--- config.mk ---
export PLATFORM = sky130hd
export DESIGN_NAME = uncache_agent_flat
export DESIGN_NICKNAME = d
export VERILOG_FILES = /design/src/rtl/uncache_agent_if.sv /design/src/rtl/uncache_agent.sv /design/src/flat_wrapper.sv
export SDC_FILE = /design/constraint.sdc
export NUM_CORES = 1
export LEC_CHECK = 0
export ABC_AREA = 1
export BUFFER_PORTS_ARGS = -buffer_cell sky130_fd_sc_hd__buf_2
export CAP_MARGIN = 40
export CORE_MARGIN = 2
export CORE_UTILIZATION = 48
export CTS_CLUSTER_DIAMETER = 200
export DETAILED_ROUTE_END_ITERATION = 12
export PLACE_DENSITY = 0.86
export RECOVER_POWER = 100
export SKIP_LAST_GASP = 1
export SYNTH_ARGS = -nofsm -noshare
export SYNTH_HDL_FRONTEND = slang
export SYNTH_SLANG_ARGS = --single-unit
--- constraint.sdc ---
create_clock -name clk -period 3.8 [get_ports clk]
set_input_delay 0.38 -clock clk [delete_from_list [all_inputs] [get_ports clk]]
set_output_delay 0.38 -clock clk [all_outputs]
set_load 0.02 [all_outputs]
--- src/rtl/uncache_agent_if.sv ---
// Request/response and AXI single-beat channel bundle for the uncached access agent.
interface uncache_agent_if #(
  parameter int ADDR_W = 32,
  parameter int DATA_W = 32
);
  // pipeline request / response
  logic                  req_valid;
  logic                  req_ready;
  logic                  req_wr;
  logic [ADDR_W-1:0]     req_addr;
  logic [1:0]            req_size;
  logic [DATA_W-1:0]     req_wdata;
  logic [DATA_W/8-1:0]   req_wstrb;
  logic                  busy;
  logic                  resp_valid;
  logic [DATA_W-1:0]     resp_rdata;
  // read address / data
  logic                  arvalid;
  logic [ADDR_W-1:0]     araddr;
  logic [2:0]            arsize;
  logic                  arready;
  logic                  rvalid;
  logic [DATA_W-1:0]     rdata;
  logic                  rready;
  // write address / data / response
  logic                  awvalid;
  logic [ADDR_W-1:0]     awaddr;
  logic [2:0]            awsize;
  logic                  awready;
  logic                  wvalid;
  logic [DATA_W-1:0]     wdata;
  logic [DATA_W/8-1:0]   wstrb;
  logic                  wlast;
  logic                  wready;
  logic                  bvalid;
  logic                  bready;

  // agent side: accepts pipeline requests and masters the bus
  modport master (
    input  req_valid, req_wr, req_addr, req_size, req_wdata, req_wstrb,
    output req_ready, busy, resp_valid, resp_rdata,
    output arvalid, araddr, arsize, input arready,
    input  rvalid, rdata, output rready,
    output awvalid, awaddr, awsize, input awready,
    output wvalid, wdata, wstrb, wlast, input wready,
    input  bvalid, output bready
  );

  // environment side: MEM stage plus the bus slave
  modport slave (
    output req_valid, req_wr, req_addr, req_size, req_wdata, req_wstrb,
    input  req_ready, busy, resp_valid, resp_rdata,
    input  arvalid, araddr, arsize, output arready,
    output rvalid, rdata, input rready,
    input  awvalid, awaddr, awsize, output awready,
    input  wvalid, wdata, wstrb, wlast, output wready,
    output bvalid, input bready
  );
endinterface

--- src/rtl/uncache_agent.sv ---
// Single-beat uncached load/store engine for the MEM stage (AXI-style master).
module uncache_agent #(
  parameter int ADDR_W = 32,
  parameter int DATA_W = 32
) (
  input  logic           clk,
  input  logic           resetn,
  uncache_agent_if.master bus
);
  typedef enum logic [2:0] {IDLE, RD_ADDR, RD_DATA, WR_REQ, WR_RESP, DONE} state_t;

  state_t              state, state_nxt;
  logic [ADDR_W-1:0]   addr_q, phys_addr;
  logic [1:0]          size_q;
  logic [DATA_W-1:0]   wdata_q, rdata_q;
  logic [DATA_W/8-1:0] wstrb_q;
  logic                aw_done, w_done;
  logic                accept, aw_hs, w_hs;

  // kseg0/kseg1 fold onto physical space by clearing the top three bits
  always_comb begin
    phys_addr = bus.req_addr;
    if (bus.req_addr[31:30] == 2'b10) phys_addr[31:29] = 3'b000;
  end

  assign accept = (state == IDLE) && bus.req_valid;
  assign aw_hs  = (state == WR_REQ) && !aw_done && bus.awready;
  assign w_hs   = (state == WR_REQ) && !w_done && bus.wready;

  // payload outputs come only from captured registers
  assign bus.araddr     = addr_q;
  assign bus.awaddr     = addr_q;
  assign bus.arsize     = {1'b0, size_q};
  assign bus.awsize     = {1'b0, size_q};
  assign bus.wdata      = wdata_q;
  assign bus.wstrb      = wstrb_q;
  assign bus.resp_rdata = rdata_q;

  // state register
  always_ff @(posedge clk or negedge resetn) begin
    if (!resetn) state <= IDLE;
    else         state <= state_nxt;
  end

  // capture the request on acceptance
  always_ff @(posedge clk or negedge resetn) begin
    if (!resetn) begin
      addr_q  <= '0;
      size_q  <= '0;
      wdata_q <= '0;
      wstrb_q <= '0;
    end else if (accept) begin
      addr_q  <= phys_addr;
      size_q  <= bus.req_size;
      wdata_q <= bus.req_wdata;
      wstrb_q <= bus.req_wstrb;
    end
  end

  // load data is held until the next load completes
  always_ff @(posedge clk or negedge resetn) begin
    if (!resetn)                            rdata_q <= '0;
    else if (state == RD_DATA && bus.rvalid) rdata_q <= bus.rdata;
  end

  // AW and W complete independently; flags clear once back in IDLE
  always_ff @(posedge clk or negedge resetn) begin
    if (!resetn) begin
      aw_done <= 1'b0;
      w_done  <= 1'b0;
    end else if (state == IDLE) begin
      aw_done <= 1'b0;
      w_done  <= 1'b0;
    end else begin
      if (aw_hs) aw_done <= 1'b1;
      if (w_hs)  w_done  <= 1'b1;
    end
  end

  // next state and handshake outputs
  always_comb begin
    state_nxt      = state;
    bus.req_ready  = (state == IDLE);
    bus.busy       = (state != IDLE);
    bus.arvalid    = 1'b0;
    bus.rready     = 1'b0;
    bus.awvalid    = 1'b0;
    bus.wvalid     = 1'b0;
    bus.wlast      = 1'b0;
    bus.bready     = 1'b0;
    bus.resp_valid = 1'b0;
    case (state)
      IDLE: begin
        if (bus.req_valid) state_nxt = bus.req_wr ? WR_REQ : RD_ADDR;
      end
      RD_ADDR: begin
        bus.arvalid = 1'b1;
        if (bus.arready) state_nxt = RD_DATA;
      end
      RD_DATA: begin
        bus.rready = 1'b1;
        if (bus.rvalid) state_nxt = DONE;
      end
      WR_REQ: begin
        bus.awvalid = !aw_done;
        bus.wvalid  = !w_done;
        bus.wlast   = !w_done;
        if ((aw_done || aw_hs) && (w_done || w_hs)) state_nxt = WR_RESP;
      end
      WR_RESP: begin
        bus.bready = 1'b1;
        if (bus.bvalid) state_nxt = DONE;
      end
      DONE: begin
        bus.resp_valid = 1'b1;
        state_nxt      = IDLE;
      end
      default: state_nxt = IDLE;
    endcase
  end
endmodule

--- src/flat_wrapper.sv ---
// flat-port wrapper written by rule: the top's interface ports become plain ports
module uncache_agent_flat 
#(
  parameter int ADDR_W = 32,
  parameter int DATA_W = 32
)
  (clk, resetn, bus_req_valid, bus_req_wr, bus_req_addr, bus_req_size, bus_req_wdata, bus_req_wstrb, bus_req_ready, bus_busy, bus_resp_valid, bus_resp_rdata, bus_arvalid, bus_araddr, bus_arsize, bus_arready, bus_rvalid, bus_rdata, bus_rready, bus_awvalid, bus_awaddr, bus_awsize, bus_awready, bus_wvalid, bus_wdata, bus_wstrb, bus_wlast, bus_wready, bus_bvalid, bus_bready);
  uncache_agent_if #(.ADDR_W(ADDR_W), .DATA_W(DATA_W)) bus_i ();
  input  logic clk;
  input  logic resetn;
  input wire logic [$bits(bus_i.req_valid)-1:0] bus_req_valid;
  input wire logic [$bits(bus_i.req_wr)-1:0] bus_req_wr;
  input wire logic [$bits(bus_i.req_addr)-1:0] bus_req_addr;
  input wire logic [$bits(bus_i.req_size)-1:0] bus_req_size;
  input wire logic [$bits(bus_i.req_wdata)-1:0] bus_req_wdata;
  input wire logic [$bits(bus_i.req_wstrb)-1:0] bus_req_wstrb;
  output wire logic [$bits(bus_i.req_ready)-1:0] bus_req_ready;
  output wire logic [$bits(bus_i.busy)-1:0] bus_busy;
  output wire logic [$bits(bus_i.resp_valid)-1:0] bus_resp_valid;
  output wire logic [$bits(bus_i.resp_rdata)-1:0] bus_resp_rdata;
  output wire logic [$bits(bus_i.arvalid)-1:0] bus_arvalid;
  output wire logic [$bits(bus_i.araddr)-1:0] bus_araddr;
  output wire logic [$bits(bus_i.arsize)-1:0] bus_arsize;
  input wire logic [$bits(bus_i.arready)-1:0] bus_arready;
  input wire logic [$bits(bus_i.rvalid)-1:0] bus_rvalid;
  input wire logic [$bits(bus_i.rdata)-1:0] bus_rdata;
  output wire logic [$bits(bus_i.rready)-1:0] bus_rready;
  output wire logic [$bits(bus_i.awvalid)-1:0] bus_awvalid;
  output wire logic [$bits(bus_i.awaddr)-1:0] bus_awaddr;
  output wire logic [$bits(bus_i.awsize)-1:0] bus_awsize;
  input wire logic [$bits(bus_i.awready)-1:0] bus_awready;
  output wire logic [$bits(bus_i.wvalid)-1:0] bus_wvalid;
  output wire logic [$bits(bus_i.wdata)-1:0] bus_wdata;
  output wire logic [$bits(bus_i.wstrb)-1:0] bus_wstrb;
  output wire logic [$bits(bus_i.wlast)-1:0] bus_wlast;
  input wire logic [$bits(bus_i.wready)-1:0] bus_wready;
  input wire logic [$bits(bus_i.bvalid)-1:0] bus_bvalid;
  output wire logic [$bits(bus_i.bready)-1:0] bus_bready;
  assign bus_i.req_valid = bus_req_valid;
  assign bus_i.req_wr = bus_req_wr;
  assign bus_i.req_addr = bus_req_addr;
  assign bus_i.req_size = bus_req_size;
  assign bus_i.req_wdata = bus_req_wdata;
  assign bus_i.req_wstrb = bus_req_wstrb;
  assign bus_req_ready = bus_i.req_ready;
  assign bus_busy = bus_i.busy;
  assign bus_resp_valid = bus_i.resp_valid;
  assign bus_resp_rdata = bus_i.resp_rdata;
  assign bus_arvalid = bus_i.arvalid;
  assign bus_araddr = bus_i.araddr;
  assign bus_arsize = bus_i.arsize;
  assign bus_i.arready = bus_arready;
  assign bus_i.rvalid = bus_rvalid;
  assign bus_i.rdata = bus_rdata;
  assign bus_rready = bus_i.rready;
  assign bus_awvalid = bus_i.awvalid;
  assign bus_awaddr = bus_i.awaddr;
  assign bus_awsize = bus_i.awsize;
  assign bus_i.awready = bus_awready;
  assign bus_wvalid = bus_i.wvalid;
  assign bus_wdata = bus_i.wdata;
  assign bus_wstrb = bus_i.wstrb;
  assign bus_wlast = bus_i.wlast;
  assign bus_i.wready = bus_wready;
  assign bus_i.bvalid = bus_bvalid;
  assign bus_bready = bus_i.bready;
  uncache_agent #(.ADDR_W(ADDR_W), .DATA_W(DATA_W)) u_core (.clk(clk), .resetn(resetn), .bus(bus_i));
endmodule
# == Word-level counts from Yosys, hierarchy flattened ==
# Index checks and enable logic that the tools add are counted.
# word_totals
output_inout_bits,147
elab_cells,53
input_bits,111
reg_bits,107
# op_classes
n_mux,18
n_eq_ne,11
n_reduce_logical,16
# ops
op,n
$mux W3,6
$pmux W3 S5,1
$mux W1,10
$ne A2 B2 Y1 const B,5
$logic_and A1 B1 Y1,7
$eq A3 B2 Y1 const B,2
$eq A3 B3 Y1 const B,2
$reduce_and A5 Y1,1
$reduce_bool A2 Y1,2
$eq A3 B1 Y1 const B,1
$logic_not A3 Y1,1
$reduce_bool A3 Y1,1
$eq A2 B2 Y1 const B,1
$logic_not A1 Y1,2
$logic_or A1 B1 Y1,2
$mux W2,1

# == Logic depth before layout (Yosys ltp) ==
# depth
depth_word,7
mapped_depth,9

# == Worst setup path after synthesis ==
# OpenSTA, ideal clock, no wires.
# synth_timing
path_type,register to output
start,register u_core.state[1]
end,output bus_wvalid
path_slack_ns,2.034
n_path_buf,2
arrival_time_ns,1.386
path_stages_with_launch,9
cell_sequence,dfrtp_1 > buf_4 > inv_2 > nor2_4 > inv_2 > nor2_1 > inv_1 > nor2_1 > buf_4
# synth_via
elab_chain_len,2
# synth_lines
element,line,source
start: declaration,uncache_agent.sv:12,"state_t state, state_nxt;"
start signal: assignment,uncache_agent.sv:42,else state <= state_nxt;
$eq A3 B2 Y1,-,
$mux W1,-,
end: declaration,flat_wrapper.sv:32,output wire logic [$bits(bus_i.wvalid)-1:0] bus_wvalid;
# No other way between the ends.

# == Worst setup path after layout ==
# layout_timing
start,register u_core.state[1]
end,"register u_core.rdata_q[11], in the netlist u_core.bus.resp_rdata[11]"
# layout_via
elab_chain_len,2
# layout_lines
element,line,source
$eq A3 B2 Y1,uncache_agent.sv:63,else if (state == RD_DATA && bus.rvalid) rdata_q <= bus.rdata;
$logic_and A1 B1 Y1,uncache_agent.sv:63,
end signal: assignment,uncache_agent.sv:63,
end: declaration,uncache_agent.sv:15,"logic [DATA_W-1:0] wdata_q, rdata_q;"
# No other way between the ends.
# A chain may end at the register's enable or synchronous reset.

==> run_results.csv <==
group,metric,value,unit
detailed_routing,vias,4097,
floorplanning,num_rows,35,
critical_path,worstSetupPathType,"reg -> reg",
power_and_ir_drop,combPwrFrac,0.476,
clocking,cts_tree,"yes",
sta,period_needed,2.44,ns
synth,synth-xor-area-share,0,
sta,fmax,410,MHz
synth,netlist_instances,529,
clocking,clkTransAtPathRegs,0.11,ns
global_routing,grt_pass1_wl,17500,um
synth,synthAdderAreaFrac,0,
global_routing,antenna_found_initial,0,
synth,synth_mux_area_frac,0,
synth,ys_seq_elements,107,
synth,yosysSeqAreaShare,0.579,
detailed_routing,avgViaCountPerCell,4.70,
floorplanning,die_area,10400,um2
sta,relSlewSlack,0.0715,
clocking,clk_path_buf_depth,2,
power_and_ir_drop,seqPwrFrac,0.393,
power_and_ir_drop,p_sw,0.00259,W
clocking,clock-root-buffer,"clkbuf_8",
floorplanning,die_height,102,um
synth,async_reset_ff_frac,1.00,
global_routing,grt_pass1_vias,3763,
clocking,cts-buffers-inserted,9,
power_and_ir_drop,power.internal,0.00255,W
detailed_routing,wirelength,11500,um
placement,numPortBuffers,255,
hold_path,hp-class,"in -> reg",
synth,synth_top_family_by_area,"simple AND/OR/NAND/NOR gates",
cells_and_area,nets,848,
clocking,h-tree-depth,3,
cells_and_area,area_growth,22.2,%
placement,gp_congestion,0.813,
sta,finalHoldViolCount,0,
power_and_ir_drop,peakVddDrop,0.378,mV
power_and_ir_drop,p_leak,3.12,nW
sta,min_period_over_period,0.642,
sta,tns,0,ns
synth,yosysWarnings,0,
critical_path,cp-start-kind,"flop",
synth,synth_edf_count,0,
sta,rsz0062_at_grt,"no",
placement,dpl_cell_area,5650,um2
clocking,numClockSinks,107,
synth,synth-compound-area-share,0.00812,
synth,synth-simple-area-share,0.301,
sta,skew,0.00972,ns
global_routing,grt_max_degree,72,
job,maxCapViolations,0,
global_routing,overflow,0,
synth,synth_commonest_cells,"283 x nand2_1, 107 x dfrtp_1, 41 x buf_4",
clocking,cts_resized,0,
placement,dp_cells,854,
sta,tightest_slew,1.39,ns
floorplanning,coreArea,9280,um2
synth,synth_area,4620,um2
clocking,clock_latency,0.35,ns
status,status,"finished clean",
floorplanning,dieWidth,102,um
cells_and_area,nFillCells,920,
power_and_ir_drop,p_sw_frac,0.504,
synth,yosysUniqueCellTypes,23,
synth,synth_area_per_cell,8.73,um2
placement,dpl.hpwl,8660,um
power_and_ir_drop,powerDensity,911,nW/um2
detailed_routing,ant_nets,0,
detailed_routing,drt_iter0_drc,123,
critical_path,crit_fanout,34,
cells_and_area,final_area,5650,um2
cells_and_area,drive_gt1_frac,0.179,
cells_and_area,diodes,0,
global_routing,grt_usage,0.214,
power_and_ir_drop,pwr-share-clk,0.131,
cells_and_area,fin_cells,871,
detailed_routing,drtPass1Iterations,4,
critical_path,worst-endpoint-arrival,2.69,ns
floorplanning,start_util,0.498,
critical_path,required,4.05,ns
synth,synth-main-ff-cell,"dfrtp_1",
sta,drv_slew,0,
critical_path,end_kind,"flop",
floorplanning,io_pins,258,
sta,finalSetupViolations,0,
synth,synth_area_leaders,"dfrtp_1 58%, nand2_1 23%, buf_4 6.7%",
detailed_routing,drc,0,
synth,synth_most_common_cell,"nand2_1",
synth,synth_top_area_frac,0.579,
synth,yosys.area.top_type,"dfrtp_1",
detailed_routing,routedWlPerCell,13.3,um
[critical path, stage by stage (launching register included)]
cell and delay [ns]:
dfrtp_1 0.51, clkinv_1 0.12, nor2_1 0.18, inv_1 0.15
nor2_8 0.37, nand2_1 0.70, nand2_1 0.24, nand2_1 0.07
[cell families after synthesis]
kind of cell / Yosys count
other cells: 1
flops: 107
compound gates: 7
buf+inv: 77
simple gates: 337
[worst paths after layout]
path | depth (start not counted) | to | start | slack, ns
min in group asynchronous | 2 | u_core.bus.wdata[31]$_DFFE_PN0P_ | resetn | 0.87
max in group asynchronous | 4 | u_core.bus.araddr[27]$_DFFE_PN0P_ | resetn | 1.62
max | 7 | u_core.bus.resp_rdata[11]$_DFFE_PN0P_ | u_core.state[1]$_DFFE_PN0P_ | 1.36
max reg2reg | 7 | u_core.bus.resp_rdata[11]$_DFFE_PN0P_ | u_core.state[1]$_DFFE_PN0P_ | 1.36
min reg2reg | 2 | u_core.bus.resp_rdata[8]$_DFFE_PN0P_ | u_core.bus.resp_rdata[8]$_DFFE_PN0P_ | 0.48
min | 3 | u_core.bus.wdata[31]$_DFFE_PN0P_ | bus_req_wdata[31] | 0.21
[registers in the layout (all words and copies together) (netlist names)]
signal and count:
u_core.size_q 2, u_core.bus.wstrb 4, u_core.bus.araddr 32, u_core.bus.wdata 32, u_core.w_done 1, u_core.bus.resp_rdata 32, u_core.state 3, u_core.aw_done 1
[repair_timing]
action / CTS / global route
endpoints found under the hold margin: 23 / 0
hold buffers: 1 / 0
buffers inserted: 0 / 0
[routing by layer]
| layer | wire (um) | share of wire | global-route usage |
|---|---|---|---|
| met1 | 4650 | 0.40 | 0.267 |
| met5 | 0 | 0 | 0 |
| met3 | 846 | 0.073 | 0.0438 |
| met2 | 5730 | 0.50 | 0.366 |
| met4 | 312 | 0.027 | 0.0831 |
[power by group through the flow]
stage	combinational, W	sequential [W]	clock, W
finish	0.00245	0.00202	0.000674
global route	0.00271	0.00209	0.000741
CTS	0.00268	0.00201	0.000697
detailed placement	0.00269	0.00202	0
global placement	0.00261	0.00200	0
floorplan	0.00141	0.00258	0
[layout make-up]
cell class / instances / area [um2] / area share
Clock buffer: 10 / 138 / 0.0244
Clock inverter: 6 / 58.8 / 0.0104
Inverter: 14 / 55.1 / 0.00975
Multi-Input combinational cell: 346 / 1410 / 0.250
Sequential cell: 107 / 2680 / 0.474
Tap cell: 129 / 161 / 0.0286
Timing Repair Buffer: 259 / 1150 / 0.203
[placed cells by master, fill, tap and decap left out, types with 2 or more instances in the layout]
cell,Yosys,final
inv_6,0,2
clkbuf_8,0,10
clkbuf_1,4,146
conb_1,1,2
nor3_1,2,2
a21oi_1,3,3
nand4_1,2,2
nand2_1,283,284
o21ai_0,1,3
inv_1,10,11
nor2_1,5,7
nor2_8,3,2
buf_4,41,2
nand3_1,38,38
dfrtp_1,107,107
buf_2,11,109
[metrics by stage]
stage / hold slack, ns / worst slack (ns) / utilization / power (W)
2_1_floorplan: 0.0844 / 2.03 / - / 0.00399
3_3_place_gp: 0.450 / 1.87 / 0.606 / 0.00462
3_5_place_dp: 0.305 / 1.77 / 0.609 / 0.00471
4_1_cts: 0.198 / 1.57 / 0.631 / 0.00539
5_1_grt: 0.203 / 1.06 / 0.608 / 0.00554
6_report: 0.212 / 1.36 / 0.608 / 0.00514
Note: power is estimated with default switching activity, not from simulation.
